**src/rtl/fetch_ctrl_if.sv**
```systemverilog
// fetch_ctrl_if: bundles the fetch controller's hazard, redirect, memory and
// IF/ID signals.
//   master - the fetch controller. It receives stall/redirect/inst_in and
//            drives the memory address and IF/ID outputs.
//   slave  - the surrounding pipeline and the instruction memory.
interface fetch_ctrl_if;
    logic        stall;
    logic        redirect;
    logic [15:0] redirect_pc;
    logic [15:0] inst_in;
    logic [15:0] pc_out;
    logic        if_valid;
    logic [15:0] if_inst;
    logic [15:0] if_pc;
    logic        halted;
    logic        misalign_err;
    logic [15:0] fetch_count;

    modport master (
        input  stall, redirect, redirect_pc, inst_in,
        output pc_out, if_valid, if_inst, if_pc, halted, misalign_err, fetch_count
    );

    modport slave (
        output stall, redirect, redirect_pc, inst_in,
        input  pc_out, if_valid, if_inst, if_pc, halted, misalign_err, fetch_count
    );
endinterface

```
**src/rtl/fetch_ctrl.sv**
```systemverilog
// fetch_ctrl: instruction-fetch controller for the 5-stage pipeline.
// It owns the PC and drives the registered-read instruction memory address.
// It presents the fetched instruction and its PC to IF/ID, replays the
// address on stalls, and applies redirects. Fetch halts on an accepted
// all-zero instruction or on an odd redirect target.
// Ports:
//   clk - clock
//   rst - asynchronous active-low reset
//   bus - fetch_ctrl_if.master:
//         stall, redirect, redirect_pc, inst_in  in
//         pc_out, if_valid, if_inst, if_pc       out
//         halted, misalign_err, fetch_count      out
module fetch_ctrl #(
    parameter logic [15:0] RESET_PC  = 16'h0000,
    parameter int          MEM_BYTES = 64
) (
    input  logic          clk,
    input  logic          rst,
    fetch_ctrl_if.master  bus
);

    localparam logic [15:0] ADDR_MASK = 16'(MEM_BYTES - 1);

    typedef enum logic {RUN, HALT} state_t;

    state_t      state, state_nxt;
    logic [15:0] pc, pc_nxt;
    logic [15:0] last_pc, last_pc_nxt;
    logic        last_valid, last_valid_nxt;
    logic        misalign, misalign_nxt;
    logic [15:0] count, count_nxt;
    logic        accept;

    // MEM_BYTES is a power of two, so masking gives the modulo wrap.
    function automatic logic [15:0] wrap_addr(input logic [15:0] a);
        return a & ADDR_MASK;
    endfunction

    function automatic logic [15:0] sat_inc(input logic [15:0] c);
        return (c == 16'hFFFF) ? c : c + 16'd1;
    endfunction

    // A stalled or redirected cycle re-reads last_pc. This keeps if_inst
    // stable during a stall. A redirected read is discarded anyway.
    always_comb begin
        bus.pc_out = last_pc;
        if (state == RUN && !bus.stall && !bus.redirect)
            bus.pc_out = pc;
    end

    assign bus.if_valid     = last_valid && (state == RUN);
    assign bus.if_inst      = bus.inst_in;
    assign bus.if_pc        = last_pc;
    assign bus.halted       = (state == HALT);
    assign bus.misalign_err = misalign;
    assign bus.fetch_count  = count;

    assign accept = bus.if_valid && !bus.stall && !bus.redirect;

    always_comb begin
        state_nxt      = state;
        pc_nxt         = pc;
        last_pc_nxt    = last_pc;
        last_valid_nxt = last_valid;
        misalign_nxt   = misalign;
        count_nxt      = count;
        if (state == RUN) begin
            if (bus.redirect) begin
                last_valid_nxt = 1'b0;
                if (bus.redirect_pc[0]) begin
                    state_nxt    = HALT;
                    misalign_nxt = 1'b1;
                end else begin
                    pc_nxt = wrap_addr(bus.redirect_pc);
                end
            end else if (bus.stall) begin
                // Hold everything: the memory replays last_pc.
            end else if (accept && bus.inst_in == 16'h0000) begin
                state_nxt      = HALT;
                last_valid_nxt = 1'b0;
            end else begin
                last_pc_nxt    = pc;
                last_valid_nxt = 1'b1;
                pc_nxt         = wrap_addr(pc + 16'd2);
            end
            if (accept)
                count_nxt = sat_inc(count);
        end
    end

    always_ff @(posedge clk or negedge rst) begin
        if (!rst) begin
            state      <= RUN;
            pc         <= RESET_PC;
            last_pc    <= RESET_PC;
            last_valid <= 1'b0;
            misalign   <= 1'b0;
            count      <= 16'd0;
        end else begin
            state      <= state_nxt;
            pc         <= pc_nxt;
            last_pc    <= last_pc_nxt;
            last_valid <= last_valid_nxt;
            misalign   <= misalign_nxt;
            count      <= count_nxt;
        end
    end

endmodule

```
**src/flat_wrapper.sv**
```systemverilog
// flat-port wrapper written by rule: the top's interface ports become plain ports
module fetch_ctrl_flat 
#(
    parameter logic [15:0] RESET_PC  = 16'h0000,
    parameter int          MEM_BYTES = 64
)
  (clk, rst, bus_stall, bus_redirect, bus_redirect_pc, bus_inst_in, bus_pc_out, bus_if_valid, bus_if_inst, bus_if_pc, bus_halted, bus_misalign_err, bus_fetch_count);
  fetch_ctrl_if bus_i ();
  input  logic clk;
  input  logic rst;
  input wire logic [$bits(bus_i.stall)-1:0] bus_stall;
  input wire logic [$bits(bus_i.redirect)-1:0] bus_redirect;
  input wire logic [$bits(bus_i.redirect_pc)-1:0] bus_redirect_pc;
  input wire logic [$bits(bus_i.inst_in)-1:0] bus_inst_in;
  output wire logic [$bits(bus_i.pc_out)-1:0] bus_pc_out;
  output wire logic [$bits(bus_i.if_valid)-1:0] bus_if_valid;
  output wire logic [$bits(bus_i.if_inst)-1:0] bus_if_inst;
  output wire logic [$bits(bus_i.if_pc)-1:0] bus_if_pc;
  output wire logic [$bits(bus_i.halted)-1:0] bus_halted;
  output wire logic [$bits(bus_i.misalign_err)-1:0] bus_misalign_err;
  output wire logic [$bits(bus_i.fetch_count)-1:0] bus_fetch_count;
  assign bus_i.stall = bus_stall;
  assign bus_i.redirect = bus_redirect;
  assign bus_i.redirect_pc = bus_redirect_pc;
  assign bus_i.inst_in = bus_inst_in;
  assign bus_pc_out = bus_i.pc_out;
  assign bus_if_valid = bus_i.if_valid;
  assign bus_if_inst = bus_i.if_inst;
  assign bus_if_pc = bus_i.if_pc;
  assign bus_halted = bus_i.halted;
  assign bus_misalign_err = bus_i.misalign_err;
  assign bus_fetch_count = bus_i.fetch_count;
  fetch_ctrl #(.RESET_PC(RESET_PC), .MEM_BYTES(MEM_BYTES)) u_core (.clk(clk), .rst(rst), .bus(bus_i));
endmodule
```
**config.mk**
```make
export PLATFORM = sky130hd
export DESIGN_NAME = fetch_ctrl_flat
export DESIGN_NICKNAME = d
export VERILOG_FILES = /design/src/rtl/fetch_ctrl_if.sv /design/src/rtl/fetch_ctrl.sv /design/src/flat_wrapper.sv
export SDC_FILE = /design/constraint.sdc
export NUM_CORES = 1
export LEC_CHECK = 0
export ABC_AREA = 1
export BUFFER_PORTS_ARGS = -buffer_cell sky130_fd_sc_hd__buf_2
export CORE_MARGIN = 2
export CORE_UTILIZATION = 46
export CTS_CLUSTER_SIZE = 40
export DETAILED_ROUTE_END_ITERATION = 8
export HOLD_SLACK_MARGIN = 0.02
export PLACE_DENSITY = 0.8
export SLEW_MARGIN = 25
export SYNTH_ARGS = -nofsm -noshare
export SYNTH_HDL_FRONTEND = slang
export SYNTH_SLANG_ARGS = --single-unit
export TNS_END_PERCENT = 5
```
**constraint.sdc**
```tcl
create_clock -name clk -period 1.8 [get_ports clk]
set_input_delay 0.18 -clock clk [delete_from_list [all_inputs] [get_ports clk]]
set_output_delay 0.18 -clock clk [all_outputs]
set_load 0.02 [all_outputs]
```
==> flow_summary_export.csv, run 1 <==
group,metric,value,unit
status,outcome,"complete, no violations",
die,dieArea,5034,sq um
cells_and_area,nNetsFinal,371,
sta,tightest_slew,0.6862,ns
die,rows,24,
synth,syn_avg_cell_area,7.498,sq um
placed_design,port_buffers,70,
setup_path,required,1.62,ns
synth,yosysTopAreaCell,"dfrtp_1",
clocking,clockRootBuffer,"clkbuf_8",
die,fp.dieH,70.95,microns
global_route,grt_usage,17.49,%
placed_design,post-place-ws,0.1830,ns
flow_run,cap_violations,0,
placed_design,dp_cells,377,
cells_and_area,diodes,0,
clocking,cts_made_buffers,5,
die,core-area,4324,sq um
sta,finalSetupViolCount,0,
global_route,grt_pass1_vias,1600,
drt,drtAntennaViolNets,0,
global_route,grt_pass1_wl,7065,microns
clocking,h-tree-depth,2,
setup_path,critPathCaptureType,"output pin",
setup_path,critPathKind,"register to output pin",
sta,fmax,594.3,MHz
clocking,clk_pin_slew,0.05,ns
cells_and_area,area_delta_synth_final,13.71,%
power,p_leak,0.001323,uW
global_route,antenna_found_initial,0,
drt,routed_wl,4219,microns
clocking,cts.sinks,29,
synth,syn_inst,275,
clocking,insertion_delay,0.27,ns
synth,yosysWarnings,0,
cells_and_area,regArea,725.7,sq um
sta,final.setup.tns,0,ns
die,chipWidth,70.95,microns
setup_path,slowest_delay,0.43,ns
clocking,tritoncts,"built",
sta,skew,0.007008,ns
synth,mappedNetlistArea,2062,sq um
power,power_density,607.4,nW/um^2
drt,wl_per_cell,10.96,microns
drt,routed_via_density,4.751,
setup_path,startpoint_type,"register",
sta,final_critical_path_setup_slack,0.1173,ns
synth,synth.distinct_cells,24,
drt,drt_iter0_drc,62,
sta,final_max_slew_viol_count,0,
drt,drt_first_pass_iters,4,
setup_path,path_cells,"nor2_1, nand2_2, buf_4, o21ai_0, buf_2",
synth,synthTopCellsByArea,"dfrtp_1 (35%), nand2_1 (17%), buf_4 (15%), xnor2_1 (5.1%), nor2_1 (4.2%)",
sta,slew_headroom,54.26,%
sta,hold_violations,0,
placed_design,dpl.hpwl,3246,microns
cells_and_area,num-fill-cells,428,
clocking,cts_buffer_depth,2,
drt,drc,0,
cells_and_area,fin_cells,385,
sta,rsz0062_at_grt,"false",
placed_design,place.gp.congestion,0.8314,
global_route,grt_start_max_net_pins,30,
setup_path,cp_slowest_cell,"dfrtp_1",
sta,finalCriticalPeriod,1.683,ns
synth,synth-seq-cells,29,
synth,synth_top_area_share,35.19,%
setup_path,path_max_fanout,11,
global_route,overflow,0,
sta,post-route-period-util,93.48,%
die,io_pins,103,
drt,dr_total_vias,1829,
cells_and_area,multiInputGateArea,1018,sq um
power,ir_worst_vdd,506.2,uV
synth,yosysSeqAreaShare,35.19,%
cells_and_area,drive_above_1_share,27.33,%
die,initial_utilization,47.69,%
setup_path,worstPathArrival,1.50,ns
hold_path,hp-class,"input port to register",
-- per-layer routing --
metal | wire, microns | vias up | track usage [%]
met5 | 0 | - | 0
met4 | 53 | 0 | 6.080
met3 | 289 | 6 | 3.561
met2 | 2013 | 75 | 30.01
met1 | 1863 | 819 | 21.94
li1 | - | 929 | -
-- final timing paths --
kind	from	end	slack (ns)	depth (start not counted)
setup / recovery	u_core.bus.halted	bus_pc_out[2]	0.12	5
max in group asynchronous	rst	u_core.bus.misalign_err	0.86	2
hold / removal	bus_redirect_pc[0]	u_core.bus.misalign_err	0.18	2
setup reg to reg	u_core.bus.fetch_count[0]	u_core.bus.fetch_count[3]	0.18	8
min in group asynchronous	rst	u_core.bus.if_pc[4]	0.49	2
hold reg to reg	u_core.bus.misalign_err	u_core.bus.misalign_err	0.47	1
-- where the power goes --
group          internal [uW]  switching [uW]
Combinational           60.5             147
Clock                    303             232
Sequential               666            16.2
Total                   1030             395
-- Yosys cell counts --
library cell / n
inv_2: 1
conb_1: 1
nor2_8: 2
nor2_1: 23
clkbuf_1: 2
a31o_2: 1
xnor2_1: 12
nand4_4: 1
buf_6: 2
ha_1: 2
o21ai_0: 17
nand3_4: 2
inv_4: 1
nand2_1: 96
inv_1: 15
dfrtp_1: 29
nand2_2: 2
nand2_4: 1
buf_4: 40
a21oi_1: 1
and2_1: 1
nor2_4: 1
nand3_1: 12
nand4_1: 10
-- flip-flops by register name, indices dropped and copies added (netlist names) --
signal / cells
u_core.last_valid: 1
u_core.pc: 5
u_core.bus.halted: 1
u_core.bus.if_pc: 5
u_core.bus.misalign_err: 1
u_core.bus.fetch_count: 16
-- cell usage in the layout (no fill, tap or decap) --
master / Yosys / layout
nand2_4: 1 / 1
nor2_8: 2 / 2
o21ai_0: 17 / 16
nand3_1: 12 / 12
nand4_4: 1 / 1
conb_1: 1 / 22
nand2_2: 2 / 2
nand4_1: 10 / 10
buf_4: 40 / 3
nor2_1: 23 / 23
ha_1: 2 / 2
inv_4: 1 / 1
inv_2: 1 / 1
nand3_4: 2 / 2
buf_2: 0 / 70
dfrtp_1: 29 / 29
xnor2_1: 12 / 12
nand2_1: 96 / 96
a31o_2: 1 / 1
dlygate4sd3_1: 0 / 1
a21oi_1: 1 / 1
o21ai_1: 0 / 1
nor2_4: 1 / 1
clkbuf_1: 2 / 1
and2_1: 1 / 1
inv_1: 15 / 15
clkbuf_8: 0 / 6
-- critical path, delay by kind of cell, from the launching register on --
family,cells,cell delay [ns]
flip-flops,1,0.43
buffers and inverters,2,0.37
AND/OR/NAND/NOR,2,0.26
AO/OA/AOI/OAI,1,0.17
-- kinds of logic after synthesis --
kind of cell / count (synthesis) / share of synthesized area (%)
AOI/OAI and AO/OA: 19 / 4.793
DFF: 29 / 35.19
adders and majority gates: 2 / 1.213
other: 1 / 0.1819
and+or+nand+nor: 151 / 34.28
xor gates and xnor gates: 12 / 5.097
buffers and inverters: 61 / 19.24
-- metrics by stage --
| step | total power (uW) | util [%] | area (sq um) | hold WS, ns |
|---|---|---|---|---|
| after CTS | 1445 | 54.22 | 2345 | 0.1675 |
| final | 1424 | 54.22 | 2345 | 0.1763 |
| after global placement | 897.5 | 52.00 | 2248 | 0.2522 |
| after global routing | 1489 | 54.22 | 2345 | 0.1785 |
| after detailed placement | 900.9 | 52.00 | 2248 | 0.2592 |
| after floorplan | 881.2 | - | 2141 | -0.1156 |
-- area by class of cell --
cell class	instances	area share (%)
Multi-Input combinational cell	206	43.44
Sequential cell	29	30.95
Timing Repair Buffer	74	16.33
Clock buffer	7	3.682
Inverter	17	2.828
Tap cell	52	2.775
-- what timing repair did --
| action | CTS | global route |
|---|---|---|
| endpoints found under the setup margin | 0 | 1 |
| setup buffers | 0 | 0 |
| gates resized for setup | 0 | 1 |
| hold buffers | 1 | 0 |
| hold endpoints to repair | 29 | 0 |
(Power assumes the default switching activity.)
==> inputs of run 2 (changes only) <==
==> constraint.sdc (replaced) <==
create_clock -name clk -period 1.6 [get_ports clk]
set_input_delay 0 -clock clk [delete_from_list [all_inputs] [get_ports clk]]
set_output_delay 0 -clock clk [all_outputs]
set_load 0.02 [all_outputs]
==> run 2 against run 1 <==
  * Sequential power increased by 13%
  * Via count increased by 2.8%
  * Sequential share of layout area decreased by 0.83 points
  * Final area increased by 2.9%
  * Power increased by 17%
  * Register-to-register slack got worse by 0.06 ns
  * Setup slack improved by 0.0034 ns
  * Worst hold slack got worse by 0.12 ns
  * Critical path depth increased by 3
  * Utilization increased by 1.6 points
  * Sequential cell count unchanged
  * Global-route usage increased by 0.65 points
  * Highest routed layer unchanged
==> flow_summary_export.csv, run 2 (same netlist as run 1, synthesis figures left out) <==
group,metric,value,unit
drt,wl_per_cell,11.18,microns
flow_run,cap_violations,0,
hold_path,hp-start,"bus_redirect_pc[4]",
drt,routed_via_density,4.798,
sta,rsz0062_at_grt,"true",
drt,drt_first_pass_iters,4,
status,outcome,"complete, no violations",
cells_and_area,num-fill-cells,406,
global_route,grt_start_max_net_pins,30,
drt,drt_iter0_drc,112,
setup_path,worstPathArrival,1.65,ns
setup_path,critPathCaptureType,"register",
clocking,cts.sinks,29,
die,chipWidth,70.95,microns
sta,slew_headroom,54.09,%
placed_design,port_buffers,70,
drt,drc,0,
die,fp.dieH,70.95,microns
placed_design,dpl.hpwl,3283,microns
global_route,grt_usage,18.15,%
power,p_leak,0.001357,uW
sta,post-route-period-util,92.46,%
drt,drtAntennaViolNets,0,
cells_and_area,final_cell_mix,"nand2_1 (95), buf_2 (70), dfrtp_1 (28), nor2_1 (23), conb_1 (22)",
setup_path,timing.reg2reg.worst_path_depth,8,
clocking,h-tree-depth,2,
die,rows,24,
global_route,antenna_found_initial,0,
cells_and_area,diodes,0,
clocking,insertion_delay,0.28,ns
setup_path,r2r_end,"u_core.bus.fetch_count[15]",
setup_path,reg2reg_setup_slack,0.12,ns
setup_path,startpoint_type,"register",
drt,dr_total_vias,1881,
sta,final_max_slew_viol_count,0,
setup_path,required,1.77,ns
global_route,overflow,0,
sta,hold_ws,0.05330,ns
sta,tightest_slew,0.6886,ns
die,dieArea,5034,sq um
cells_and_area,area_delta_synth_final,17.05,%
hold_path,hold_end,"u_core.pc[4]",
sta,skew,0.007542,ns
setup_path,path_max_fanout,11,
global_route,grt_pass1_wl,7279,microns
hold_path,worstHoldPathCells,5,
clocking,tritoncts,"built",
setup_path,r2r_start,"u_core.bus.fetch_count[0]",
die,core-area,4324,sq um
cells_and_area,drive_above_1_share,29.71,%
die,initial_utilization,47.69,%
die,io_pins,103,
power,power_density,691.7,nW/um^2
power,ir_worst_vdd,607.4,uV
setup_path,critPathKind,"register to register",
clocking,clk_pin_slew,0.07,ns
sta,final_critical_path_setup_slack,0.1207,ns
sta,fmax,676.0,MHz
clocking,clockRootBuffer,"clkbuf_8",
hold_path,hp-class,"input port to register",
clocking,cts_made_buffers,5,
sta,finalSetupViolCount,0,
drt,routed_wl,4382,microns
placed_design,post-place-ws,0.1057,ns
cells_and_area,final_common_cell,"nand2_1",
cells_and_area,nNetsFinal,377,
cells_and_area,largest_reg_flops,16,
placed_design,place.gp.congestion,0.8407,
clocking,cts_buffer_depth,2,
sta,hold_violations,0,
global_route,grt_pass1_vias,1654,
sta,finalCriticalPeriod,1.479,ns
-- run 2: per-stage QoR --
step / utilization (%) / cells / TNS [ns] / power [uW] / instance area [sq um]
final: 55.82 / 392 / 0 / 1670 / 2414
after floorplan: - / 296 / 0 / 991.3 / 2142
after CTS: 55.53 / 391 / 0 / 1688 / 2401
after global placement: 52.72 / 381 / 0 / 1009 / 2280
after global routing: 55.82 / 392 / -0.03851 / 1745 / 2414
after detailed placement: 52.72 / 381 / 0 / 1013 / 2280
-- run 2: critical path: stages, from the launching register on --
cell     delay [ns]
dfrtp_2        0.39
ha_2           0.22
nand3_4        0.12
nor2_8         0.13
nand4_4        0.11
nand2_4        0.14
inv_2          0.11
nand2_1        0.08
nand2_1        0.05
-- run 2: worst max-delay path by stage --
stage	end	start	depth (start not counted)	slack (ns)
2_1_floorplan	u_core.bus.fetch_count[12]	u_core.bus.fetch_count[1]	9	0.001
3_3_place_gp	u_core.bus.fetch_count[15]	u_core.bus.fetch_count[1]	8	0.14
3_5_place_dp	u_core.bus.fetch_count[12]	u_core.bus.fetch_count[1]	8	0.11
4_1_cts	u_core.bus.fetch_count[15]	u_core.bus.fetch_count[1]	8	0.09
5_1_grt	u_core.bus.fetch_count[13]	u_core.bus.fetch_count[0]	8	-0.02
6_report	u_core.bus.fetch_count[15]	u_core.bus.fetch_count[0]	8	0.12
-- run 2: report_power, final --
part,switching (uW),internal (uW)
logic,165,69.6
clock network,278,388
registers,19.3,750
-- run 2: area by class of cell --
| type | instances | area (sq um) | area share (%) |
|---|---|---|---|
| multi-input cells | 206 | 1023 | 42.41 |
| well taps | 52 | 65.06 | 2.696 |
| clock inverters | 1 | 5.005 | 0.2074 |
| clock buffers | 7 | 96.34 | 3.992 |
| inverters | 17 | 66.31 | 2.748 |
| flip-flops and latches | 29 | 726.9 | 30.12 |
| repair buffers | 80 | 430.4 | 17.83 |
-- run 2: metal layers --
metal	part of all wire, %	GRT usage [%]
met2	48	31.57
met5	0	0
met4	1.2	5.870
met3	7.5	4.131
met1	43	22.28
-- run 2: what timing repair did --
| item | 4_1_cts | 5_1_grt |
|---|---|---|
| gates resized for setup | 0 | 2 |
| hold buffers | 2 | 0 |
| endpoints found under the hold margin | 30 | 0 |
| endpoints found under the setup margin | 0 | 16 |
| buffers inserted | 0 | 1 |
